==> config.mk <==
export PLATFORM = sky130hd
export DESIGN_NAME = featuremap_pad_fifo_writer
export DESIGN_NICKNAME = d
export VERILOG_FILES = /design/src/rtl/featuremap_pad_fifo_writer.sv
export SDC_FILE = /design/constraint.sdc
export NUM_CORES = 1
export LEC_CHECK = 0
export CAP_MARGIN = 20
export CORE_ASPECT_RATIO = 1.4
export CORE_MARGIN = 1
export CORE_UTILIZATION = 40
export CTS_BUF_LIST = sky130_fd_sc_hd__clkbuf_16
export DETAILED_ROUTE_END_ITERATION = 16
export GPL_TIMING_DRIVEN = 0
export MAX_ROUTING_LAYER = met4
export PLACE_DENSITY = 0.7
export SETUP_SLACK_MARGIN = 0.3
export SYNTH_ARGS = -nofsm -noshare
export SYNTH_HDL_FRONTEND = slang
export SYNTH_SLANG_ARGS = --single-unit
==> constraint.sdc <==
create_clock -name clk -period 1.8 [get_ports clk]
set_input_delay 0.36 -clock clk [delete_from_list [all_inputs] [get_ports clk]]
set_output_delay 0.36 -clock clk [all_outputs]
set_load 0.01 [all_outputs]
==> src/rtl/featuremap_pad_fifo_writer.sv <==
// Writes one channel's unpadded featuremap into its line-buffer FIFO as a
// zero-bordered (WIDTH+2) x (HEIGHT+2) frame, stalling the source on FIFO back-pressure.
module featuremap_pad_fifo_writer #(
  parameter int unsigned DATA_WIDTH = 32,
  parameter int unsigned WIDTH      = 56,
  parameter int unsigned HEIGHT     = 56
) (
  input  logic                  clk,
  input  logic                  rst,
  input  logic [DATA_WIDTH-1:0] data_in,
  input  logic                  valid_in,
  output logic                  ready_in,
  input  logic                  fifo_full,
  output logic                  wrreq,
  output logic [DATA_WIDTH-1:0] data_out,
  output logic                  frame_done
);

  localparam int unsigned COL_W = $clog2(WIDTH + 2);
  localparam int unsigned ROW_W = $clog2(HEIGHT + 2);

  localparam logic [COL_W-1:0] COL_LAST      = COL_W'(WIDTH + 1);
  localparam logic [COL_W-1:0] COL_DATA_LAST = COL_W'(WIDTH);
  localparam logic [ROW_W-1:0] ROW_DATA_LAST = ROW_W'(HEIGHT);
  localparam logic [ROW_W-1:0] ROW_BOTTOM    = ROW_W'(HEIGHT + 1);

  typedef enum logic [2:0] {
    S_IDLE,
    S_TOP,
    S_LEFT,
    S_DATA,
    S_RIGHT,
    S_BOTTOM
  } state_t;

  state_t                  state_q, state_d;
  logic [COL_W-1:0]        col_q, col_d;
  logic [ROW_W-1:0]        row_q, row_d;
  logic                    wrreq_d;
  logic                    frame_done_d;
  logic [DATA_WIDTH-1:0]   data_d;
  logic                    step;

  // Source is only taken while a data column is being written and the FIFO has room.
  assign ready_in = (state_q == S_DATA) && !fifo_full;

  always_ff @(posedge clk) begin
    if (!rst) begin
      state_q    <= S_IDLE;
      col_q      <= '0;
      row_q      <= '0;
      wrreq      <= 1'b0;
      data_out   <= '0;
      frame_done <= 1'b0;
    end else begin
      state_q    <= state_d;
      col_q      <= col_d;
      row_q      <= row_d;
      wrreq      <= wrreq_d;
      data_out   <= data_d;
      frame_done <= frame_done_d;
    end
  end

  // One word per step; pad states emit zero, DATA forwards the accepted pixel.
  always_comb begin
    state_d      = state_q;
    col_d        = col_q;
    row_d        = row_q;
    wrreq_d      = 1'b0;
    frame_done_d = 1'b0;
    data_d       = data_out;
    step         = (state_q == S_DATA) ? (valid_in && ready_in)
                                       : ((state_q != S_IDLE) && !fifo_full);
    if (step) begin
      wrreq_d = 1'b1;
      data_d  = '0;
    end

    unique case (state_q)
      S_IDLE: begin
        if (valid_in) begin
          state_d = S_TOP;
          col_d   = '0;
          row_d   = '0;
        end
      end
      S_TOP: begin
        if (step) begin
          if (col_q == COL_LAST) begin
            col_d   = '0;
            row_d   = ROW_W'(1);
            state_d = S_LEFT;
          end else begin
            col_d = col_q + COL_W'(1);
          end
        end
      end
      S_LEFT: begin
        if (step) begin
          col_d   = COL_W'(1);
          state_d = S_DATA;
        end
      end
      S_DATA: begin
        if (step) begin
          data_d = data_in;
          col_d  = col_q + COL_W'(1);
          if (col_q == COL_DATA_LAST) state_d = S_RIGHT;
        end
      end
      S_RIGHT: begin
        if (step) begin
          col_d = '0;
          if (row_q == ROW_DATA_LAST) begin
            row_d   = ROW_BOTTOM;
            state_d = S_BOTTOM;
          end else begin
            row_d   = row_q + ROW_W'(1);
            state_d = S_LEFT;
          end
        end
      end
      S_BOTTOM: begin
        if (step) begin
          if (col_q == COL_LAST) begin
            frame_done_d = 1'b1;
            col_d        = '0;
            row_d        = '0;
            // Chain straight into the next frame when the source already has data.
            state_d      = valid_in ? S_TOP : S_IDLE;
          end else begin
            col_d = col_q + COL_W'(1);
          end
        end
      end
      default: state_d = S_IDLE;
    endcase
  end

endmodule

==> reports/qor.yml, run 1 <==
sta:
  final-setup-viol-count: 0
  maxSlewViolCount: 0
  rsz0062_at_grt: "true"
  hold_viol_final: 0
  clock_skew_ns: 0.00399
  fin_crit_sh: 0.830
  period_minus_slack_ns: 1.49
  max_freq_mhz: 669
  max_slew_margin: 0.579
  tightest_slew_ns: 0.632
placed_design:
  gp_routability_congestion: 0.878
  dpl_cell_area_um2: 3150
  portBuffers: 68
  dp_hpwl_um: 4500
worst_hold_path:
  hold_path.class: "primary input to register"
critical_path:
  crit_type: "register to register"
  crit_chain: "buf_6 > or2_4 > a21oi_4 > buf_12 > buf_4 > o21ai_0 > a21oi_1"
  slowest_stage: "dfxtp_4"
  cp-end-kind: "register"
  arrival_ns: 1.71
  critPathLaunchType: "register"
  critPathTopFamily: "buffers and inverters"
  critPathMaxStageDelay_ns: 0.37
  critPathBufInv: 3
  cp_max_fo: 6
  critPathRequiredTime_ns: 2.02
pwr:
  switching_share: 0.355
  p_seq_frac: 0.253
  power_density_nw_per_um2: 1340
  p_switching_mw: 1.79
  internal-power_mw: 3.26
  p_clk_frac: 0.208
  p_leak_nw: 1.46
  vdd_ir_drop_max_mv: 0.669
  power_frac_comb: 0.539
global_route:
  grt_pass1_vias: 2296
  grt_usage: 0.225
  grt_max_degree: 16
  grt_pass1_wl_um: 10600
  grt_overflow_total: 0
  antenna_found_initial: 0
route:
  wl_per_cell_um: 15.5
  firstDrtPassIters: 4
  remaining_drc_errors: 0
  dr.first_iter.drc_count: 142
  viasPerCell: 5.51
  num_vias: 2539
  detail-route-antenna-nets: 0
  drt_wl_total_um: 7140
clock_tree:
  clk_pin_slew_ns: 0.06
  htreeDepth: 2
  cts_buffers: 5
  root_buffer: "clkbuf_16"
  clock-sinks: 49
  clock_path_buffers: 2
  clk-insertion-delay-late_ns: 0.29
  cts_tree: "built"
layout:
  post-route-util: 0.668
  final_area_um2: 3770
  area_delta_synth_final_pct: 58.2
  final_layout_size_suffix_gt1_frac: 0.242
  antenna_cells: 0
  fillers: 490
  mostFrequentLayoutCells: "nand2_1 (43), dfxtp_1 (40), a21oi_1 (39)"
  final_common_cell: "nand2_1"
  layout.nets: 433
floorplanning:
  rows: 32
  die_h_um: 93.4
  initial_core_util: 0.422
  fp.dieW_um: 67.3
  boundaryPins: 71
  core-area_um2: 5650
  dieArea_um2: 6280
logic_synthesis:
  ys_warn_count: 0
  synth_edf_count: 0
  seq_area_frac_synth: 0.411
  synth_cell_types: 55
  synthTopCellsByArea: "dfxtp_1 (41%), a21oi_1 (8.6%), o21ai_0 (6.9%)"
  syn_avg_cell_area_um2: 8.08
  synth_cells: 295
  synth_ff_type: "dfxtp_1"
  yosys.area.top_type: "dfxtp_1"
  synth.top_cell.area_share: 0.411
  netlist_area_um2: 2380
  synth.ff_latch_count: 49
  synth_fp_nets: 336
  synth-async-reset-ratio: 0
run:
  cap_violations: 0
status:
  status: "finished clean"
==> logic make-up (layout without fill, tap and decap cells) <==
logic type                 Yosys count  count (layout)  share of synthesized area
AOI/OAI and AO/OA                  116             116                      0.296
and+or+nand+nor                     93              93                      0.203
DFF                                 49              49                      0.411
buffers and inverters               31             129                     0.0598
adders and majority gates            5               5                     0.0262
xor gates and xnor gates             1               1                    0.00367
==> power by group through the flow <==
stage          logic [mW]  clock network, mW  registers, mW
2_1_floorplan        1.04                  0           1.25
3_3_place_gp         1.44                  0           1.26
3_5_place_dp         1.44                  0           1.27
4_1_cts              1.77               1.09           1.24
5_1_grt              2.90               1.13           1.28
6_report             2.72               1.05           1.28
==> metrics by stage <==
step / setup WS, ns / setup TNS (ns) / hold WS, ns / std cells / power, mW
5_1_grt: 0.224 / 0 / 0.386 / 461 / 5.31
4_1_cts: 0.279 / 0 / 0.373 / 446 / 4.10
3_3_place_gp: -0.325 / -9.78 / 0.456 / 431 / 2.70
6_report: 0.305 / 0 / 0.383 / 461 / 5.05
2_1_floorplan: 0.360 / 0 / 0.473 / 295 / 2.30
3_5_place_dp: -0.353 / -10.35 / 0.464 / 431 / 2.71
==> final timing paths <==
kind | startpoint | end | slack, ns | cells after the start
setup reg to reg | state_q[1] | register | 0.31 | 7
setup / recovery | state_q[1] | register | 0.31 | 7
hold reg to reg | register | register | 0.46 | 2
hold / removal | rst | state_q[1] | 0.38 | 3
==> per-layer routing <==
layer | wire length [µm] | up-vias | GRT usage
met5 | 0 | - | -
met4 | 153 | 0 | 0.0957
met3 | 336 | 14 | 0.0415
met2 | 3650 | 60 | 0.374
met1 | 3000 | 1206 | 0.258
li1 | - | 1259 | -
==> timing repair <==
action | CTS | global route
buffers inserted | 7 | 10
hold buffers | 0 | 0
cloned | 0 | 5
endpoints found under the setup margin | 82 | 44
pin swaps | 2 | 21
resized for setup | 65 | 66
==> final cells by class <==
type / instances / area (µm²) / share of cell area
buffer: 20 / 156 / 0.0415
clock buffer: 5 / 125 / 0.0332
clock inverter: 3 / 41.3 / 0.0109
inverter: 11 / 43.8 / 0.0116
multi-input combinational: 215 / 1430 / 0.379
sequential: 49 / 1000 / 0.266
tap: 68 / 85.1 / 0.0226
timing repair buffer: 90 / 890 / 0.236
==> worst min-delay path: cells and delay by family <==
kind	cells	cell delay [ns]
AOI/OAI and AO/OA	1	0.03
buffers and inverters	1	0.16
and+or+nand+nor	1	0.07
==> Yosys cell counts, types with 2 or more instances <==
master	number
nand2_1	43
clkbuf_1	10
o21ai_0	33
inv_1	10
a31oi_1	5
nor4_1	4
buf_2	7
buf_4	2
o21ai_1	6
ha_1	5
nand3_1	9
a21oi_1	41
nand3b_1	2
nor2b_1	6
nand2b_1	5
o211ai_1	4
nor2_1	8
o21a_1	5
a22oi_1	2
nor3_1	2
nand4_1	2
dfxtp_1	49
o22ai_1	3
(Power assumes the default switching activity.)
==> run 2, diff against run 1 <==
==> constraint.sdc (replaced) <==
create_clock -name clk -period 1.6 [get_ports clk]
set_input_delay 0.32 -clock clk [delete_from_list [all_inputs] [get_ports clk]]
set_output_delay 0.32 -clock clk [all_outputs]
set_load 0.01 [all_outputs]
==> run 2 against run 1 <==
Final cell count is 1.3% higher. Sequential power up 14%. First-iteration DRC count rose by 1.4%. Clock skew is 0.00099 ns lower. Sequential share of layout area shrank 1.4 points. Clock power up 7%. Largest power group unchanged. Maximum frequency fell by 3.0%. Via count rose by 2.9%. Hold slack lost 0.023 ns. Setup slack worse by 0.25 ns. Register-to-register slack got worse by 0.25 ns.
==> reports/qor.yml, run 2 (synthesis results as in run 1) <==
layout:
  final_area_um2: 3980  # was 3770 µm²
  final_layout_size_suffix_gt1_frac: 0.326  # was 0.242
  antenna_cells: 0  # unchanged
  mostFrequentLayoutCells: "nand2_1 (41), a21oi_1 (37), dfxtp_1 (37)"  # was nand2_1 (43), dfxtp_1 (40), a21oi_1 (39)
  layout.nets: 439  # was 433
  area_delta_synth_final_pct: 66.7  # was 58.2%
  final_common_cell: "nand2_1"  # unchanged
clock_tree:
  cts_tree: "built"  # unchanged
  htreeDepth: 2  # unchanged
  root_buffer: "clkbuf_16"  # unchanged
  clock_path_buffers: 2  # unchanged
  clk-insertion-delay-late_ns: 0.28  # was 0.29 ns
  clk_pin_slew_ns: 0.07  # was 0.06 ns
  clock-sinks: 49  # unchanged
  cts_buffers: 5  # unchanged
route:
  wl_per_cell_um: 16.3  # was 15.5 µm
  drt_wl_total_um: 7630  # was 7140 µm
  num_vias: 2613  # was 2,539
  detail-route-antenna-nets: 0  # unchanged
  dr.first_iter.drc_count: 144  # was 142
  viasPerCell: 5.60  # was 5.51
  remaining_drc_errors: 0  # unchanged
  firstDrtPassIters: 4  # unchanged
sta:
  clock_skew_ns: 0.00301  # was 0.00399 ns
  rsz0062_at_grt: "true"  # unchanged
  final-setup-viol-count: 0  # unchanged
  max_slew_margin: 0.481  # was 0.579
  tns_ns: 0  # unchanged
  max_freq_mhz: 649  # was 669 MHz
  maxSlewViolCount: 0  # unchanged
  tightest_slew_ns: 0.778  # was 0.632 ns
  hold_viol_final: 0  # unchanged
  fin_crit_sh: 0.963  # was 0.830
  period_minus_slack_ns: 1.54  # was 1.49 ns
critical_path:
  critPathMaxStageDelay_ns: 0.41  # was 0.37 ns
  cp-end-kind: "register"  # unchanged
  slowest_stage: "a311o_1"  # was dfxtp_4
  critPathTopFamily: "compound AO/OA/AOI/OAI gates"  # was buffers and inverters
  cp_max_fo: 5  # was 6
  worstReg2RegStart: "col_q[2]"  # was state_q[1]
  crit_type: "register to register"  # unchanged
  arrival_ns: 1.72  # was 1.71 ns
  critPathLaunchType: "register"  # unchanged
  r2r.worst_path.cells: 4  # was 7
  critPathRequiredTime_ns: 1.78  # was 2.02 ns
  ff2ff_setup_slack_ns: 0.06  # was 0.31 ns
  critPathBufInv: 0  # was 3
  crit_chain: "and4b_4 > a311o_1 > and3_4 > a311oi_2"  # was buf_6 > or2_4 > a21oi_4 > buf_12 > buf_4 > o21ai_0 > a21oi_1
  regToRegEndpoint: "state_q[2]"
pwr:
  p_switching_mw: 2.21  # was 1.79 mW
  power_density_nw_per_um2: 1490  # was 1340 nW/µm²
  p_seq_frac: 0.246  # was 0.253
  power_frac_comb: 0.565  # was 0.539
  power_mw: 5.92  # was 5.05 mW
  p_leak_nw: 1.51  # was 1.46 nW
  internal-power_mw: 3.71  # was 3.26 mW
  switching_share: 0.373  # was 0.355
  p_clk_frac: 0.189  # was 0.208
  vdd_ir_drop_max_mv: 0.855  # was 0.669 mV
status:
  status: "finished clean"  # unchanged
global_route:
  antenna_found_initial: 0  # unchanged
  grt_overflow_total: 0  # unchanged
  grt_max_degree: 16  # unchanged
  grt_pass1_vias: 2482  # was 2,296
  grt_pass1_wl_um: 11300  # was 10,600 µm
  grt_usage: 0.236  # was 0.225
run:
  cap_violations: 0  # unchanged
worst_hold_path:
  holdPathEnd: "state_q[1]"  # unchanged
  hold_path.class: "primary input to register"  # unchanged
  hp-start: "rst"  # unchanged
  whs_path_depth: 3  # unchanged
placed_design:
  gp_routability_congestion: 0.821  # was 0.878
  dp_hpwl_um: 4640  # was 4500 µm
  portBuffers: 68  # unchanged
  dpl_cell_area_um2: 3200  # was 3150 µm²
floorplanning:
  rows: 32  # unchanged
  boundaryPins: 71  # unchanged
  initial_core_util: 0.422  # unchanged
  dieArea_um2: 6280  # unchanged
  core-area_um2: 5650  # unchanged
  fp.dieW_um: 67.3  # unchanged
  die_h_um: 93.4  # unchanged
-- run 2: changes by cell type in the layout (fill, tap and decap cells not counted), moves of 4 or more --
cell	change
buf_6	+5
dfxtp_2	+5
o21ai_0	-11
o21ai_2	+15
buf_2	-4
o21ai_1	-6
-- run 2: layout make-up --
type | instances | area, µm²
sequential | 49 | 1000
inverter | 11 | 45.0
clock buffer | 6 | 150
fill | 431 | 1670
buffer | 20 | 190
tap | 68 | 85.1
timing repair buffer | 96 | 930
multi-input combinational | 215 | 1560
clock inverter | 2 | 11.3
-- run 2: metal layers --
metal,wire (µm),GRT usage,share of wire,vias up
li1,-,-,-,1269
met2,4100,0.407,0.54,75
met3,355,0.0280,0.047,20
met4,212,0.0887,0.028,0
met5,0,-,0,-
met1,2960,0.272,0.39,1249
-- run 2: worst max-delay path by stage --
stage	start	end	depth (start not counted)	slack, ns
floorplan	col_q[0]	state_q[2]	5	0.17
global placement	valid_in	register	6	-0.45
detailed placement	valid_in	register	6	-0.50
CTS	state_q[1]	ready_in	4	0.11
global route	state_q[2]	state_q[2]	5	-0.03
finish	col_q[2]	state_q[2]	4	0.06
-- run 2: metrics by stage --
stage	utilization	instances	setup WS (ns)	hold WS [ns]
CTS	0.646	456	0.110	0.352
finish	0.704	467	0.0585	0.360
global placement	0.567	431	-0.455	0.455
floorplan	-	295	0.174	0.460
detailed placement	0.567	431	-0.500	0.464
global route	0.704	467	-0.0259	0.368
-- run 2: power by group through the flow --
stage	Clock (mW)	Sequential (mW)	Combinational, mW
final	1.12	1.46	3.35
after CTS	1.14	1.43	2.45
after floorplan	0	1.42	1.23
after global placement	0	1.43	1.67
after global routing	1.19	1.47	3.52
after detailed placement	0	1.44	1.69
-- run 2: worst min-delay path, cell delays in order --
cell	delay (ns)
buf_2	0.16
nand2_1	0.08
a21oi_1	0.04
-- run 2: repair_timing --
item,in CTS,in global routing
setup buffers,16,9
cloned,1,2
pin swaps,32,39
gates resized for setup,99,70
hold buffers,0,0
endpoints found under the setup margin,84,49
==> run 3, diff against run 2 <==
--- a/config.mk
+++ b/config.mk
@@ -7,14 +7,16 @@
 export LEC_CHECK = 0
 export CAP_MARGIN = 20
 export CORE_ASPECT_RATIO = 1.4
-export CORE_MARGIN = 1
+export CORE_MARGIN = 2
 export CORE_UTILIZATION = 40
 export CTS_BUF_LIST = sky130_fd_sc_hd__clkbuf_16
+export CTS_CLUSTER_SIZE = 40
 export DETAILED_ROUTE_END_ITERATION = 16
 export GPL_TIMING_DRIVEN = 0
 export MAX_ROUTING_LAYER = met4
 export PLACE_DENSITY = 0.7
 export SETUP_SLACK_MARGIN = 0.3
+export SLEW_MARGIN = 20
 export SYNTH_ARGS = -nofsm -noshare
 export SYNTH_HDL_FRONTEND = slang
 export SYNTH_SLANG_ARGS = --single-unit
==> run 3 against run 2 <==
Sequential power shrank 3%. Flip-flop and latch count is the same. Critical path depth grew 4. Routed wire length shrank 3.4%. Largest cell class unchanged.
==> reports/qor.yml, run 3 (synthesis results as in run 1) <==
clock_tree:
  clk_pin_slew_ns: 0.07  # about the same
  clk-insertion-delay-late_ns: 0.29  # was 0.28 ns
  clock_path_buffers: 2  # unchanged
  htreeDepth: 2  # unchanged
  root_buffer: "clkbuf_16"  # unchanged
  cts_buffers: 5  # unchanged
  clock-sinks: 49  # unchanged
  cts_tree: "built"  # unchanged
pwr:
  power_density_nw_per_um2: 1450  # was 1490 nW/µm²
  p_switching_mw: 2.10  # was 2.21 mW
  vdd_ir_drop_max_mv: 0.843  # was 0.855 mV
  p_clk_frac: 0.189  # about the same
  power_mw: 5.58  # was 5.92 mW
  switching_share: 0.377  # was 0.373
  p_leak_nw: 1.48  # was 1.51 nW
  internal-power_mw: 3.48  # was 3.71 mW
  power_frac_comb: 0.558  # was 0.565
  p_seq_frac: 0.254  # was 0.246
floorplanning:
  fp.dieW_um: 69.3  # was 67.3 µm
  core-area_um2: 5820  # was 5650 µm²
  dieArea_um2: 6600  # was 6280 µm²
  die_h_um: 95.4  # was 93.4 µm
  rows: 33  # was 32
  boundaryPins: 71  # unchanged
  initial_core_util: 0.410  # was 0.422
placed_design:
  portBuffers: 68  # unchanged
  gp_routability_congestion: 0.842  # was 0.821
  dp_hpwl_um: 4720  # was 4640 µm
  dp.cells: 433  # was 431
  preCtsSetupSlack_ns: -0.495  # was -0.500 ns
layout:
  multiInputGateArea_um2: 1490  # was 1560 µm²
  antenna_cells: 0  # unchanged
  post-route-util: 0.659  # was 0.704
  area_delta_synth_final_pct: 61.0  # was 66.7%
  mostFrequentLayoutCells: "nand2_1 (43), a21oi_1 (41), dfxtp_1 (41)"  # was nand2_1 (41), a21oi_1 (37), dfxtp_1 (37)
  layout.nets: 435  # was 439
  final_common_cell: "nand2_1"  # unchanged
  instances_no_fill: 465  # was 467
  seq_area_um2: 998  # was 1000 µm²
  fillers: 479  # was 431
  final_layout_size_suffix_gt1_frac: 0.271  # was 0.326
worst_hold_path:
  hold_path.class: "primary input to register"  # unchanged
  holdPathEnd: "row_q[5]"  # was state_q[1]
  hp-start: "rst"  # unchanged
  whs_path_depth: 2  # was 3
sta:
  final.setup.worst_slack_ns: 0.103  # was 0.0585 ns
  final-setup-viol-count: 0  # unchanged
  max_freq_mhz: 668  # was 649 MHz
  period_minus_slack_ns: 1.50  # was 1.54 ns
  clock_skew_ns: 0.00630  # was 0.00301 ns
  rsz0062_at_grt: "true"  # unchanged
  fin_crit_sh: 0.935  # was 0.963
  tightest_slew_ns: 0.738  # was 0.778 ns
  hold_viol_final: 0  # unchanged
  max_slew_margin: 0.508  # was 0.481
  maxSlewViolCount: 0  # unchanged
global_route:
  grt_max_degree: 16  # unchanged
  grt_usage: 0.216  # was 0.236
  antenna_found_initial: 0  # unchanged
  grt_overflow_total: 0  # unchanged
  grt_pass1_vias: 2405  # was 2,482
  grt_pass1_wl_um: 11300  # about the same
critical_path:
  ff2ff_setup_slack_ns: 0.10  # was 0.06 ns
  r2r.worst_path.cells: 8  # was 4
  cp_max_fo: 6  # was 5
  crit_type: "register to register"  # unchanged
  worstReg2RegStart: "state_q[0]"  # was col_q[2]
  cp-end-kind: "register"  # unchanged
  critPathRequiredTime_ns: 1.82  # was 1.78 ns
  critPathLaunchType: "register"  # unchanged
  arrival_ns: 1.72  # about the same
route:
  detail-route-antenna-nets: 0  # unchanged
  wl_per_cell_um: 15.8  # was 16.3 µm
  firstDrtPassIters: 4  # unchanged
  dr.first_iter.drc_count: 79  # was 144
  drt_wl_total_um: 7370  # was 7630 µm
  viasPerCell: 5.57  # was 5.60
  num_vias: 2589  # was 2,613
  remaining_drc_errors: 0  # unchanged
status:
  status: "finished clean"  # unchanged
run:
  cap_violations: 0  # unchanged
## run 3: cell count changes in the layout (fill, tap and decap cells not counted), moves of 3 or more
cell / previous run / this run
o21ai_1: 3 / 9
dfxtp_1: 37 / 41
a21oi_2: 4 / 0
a21oi_1: 37 / 41
buf_4: 21 / 14
dfxtp_2: 10 / 5
o21ai_2: 27 / 24
## run 3: power groups by stage
stage	registers [mW]	logic (mW)	clock network, mW
2_1_floorplan	1.42	1.23	0
3_3_place_gp	1.44	1.66	0
3_5_place_dp	1.44	1.68	0
4_1_cts	1.40	2.26	1.06
5_1_grt	1.43	3.29	1.12
6_report	1.42	3.11	1.05
## run 3: critical path, stage by stage, from the launching register on
cell and delay (ns):
dfxtp_2 0.34, buf_8 0.13, buf_6 0.10, nand3b_1 0.11, a21oi_4 0.20, buf_6 0.17, clkbuf_16 0.15, o21ai_2 0.05
a21oi_1 0.18
## run 3: final cells by class
type,count,share of cell area
buffer,20,0.0466
clock buffer,5,0.0326
clock inverter,3,0.00456
inverter,11,0.0117
multi-input combinational,215,0.387
sequential,49,0.260
tap,70,0.0228
timing repair buffer,92,0.234
## run 3: timing repair
action / CTS / global route
hold endpoints to repair: 0 / 0
setup buffers: 11 / 10
setup endpoints to repair: 84 / 50
resized for setup: 75 / 76
pin swaps: 21 / 41
hold buffers: 0 / 0
cloned: 1 / 2
## run 3: metal layers
metal / part of all wire / up-vias / track usage
li1: - / 1257 / -
met1: 0.41 / 1237 / 0.253
met2: 0.54 / 86 / 0.379
met3: 0.044 / 9 / 0.0370
met4: 0.013 / 0 / 0.0703
met5: 0 / - / -
## run 3: metrics by stage
stage	hold WS (ns)	setup TNS [ns]	cell area, µm²
floorplan	0.460	0	2440
global placement	0.455	-16.34	3200
detailed placement	0.465	-16.96	3200
CTS	0.343	0	3520
global route	0.358	0	3840
finish	0.346	0	3840
## run 3: worst max path at each step
stage / depth (start not counted) / slack [ns] / start / endpoint
floorplan: 5 / 0.17 / col_q[0] / state_q[2]
global placement: 6 / -0.46 / valid_in / register
detailed placement: 6 / -0.49 / valid_in / register
CTS: 7 / 0.09 / state_q[0] / register
global route: 8 / 0.05 / state_q[0] / register
finish: 8 / 0.10 / state_q[0] / register
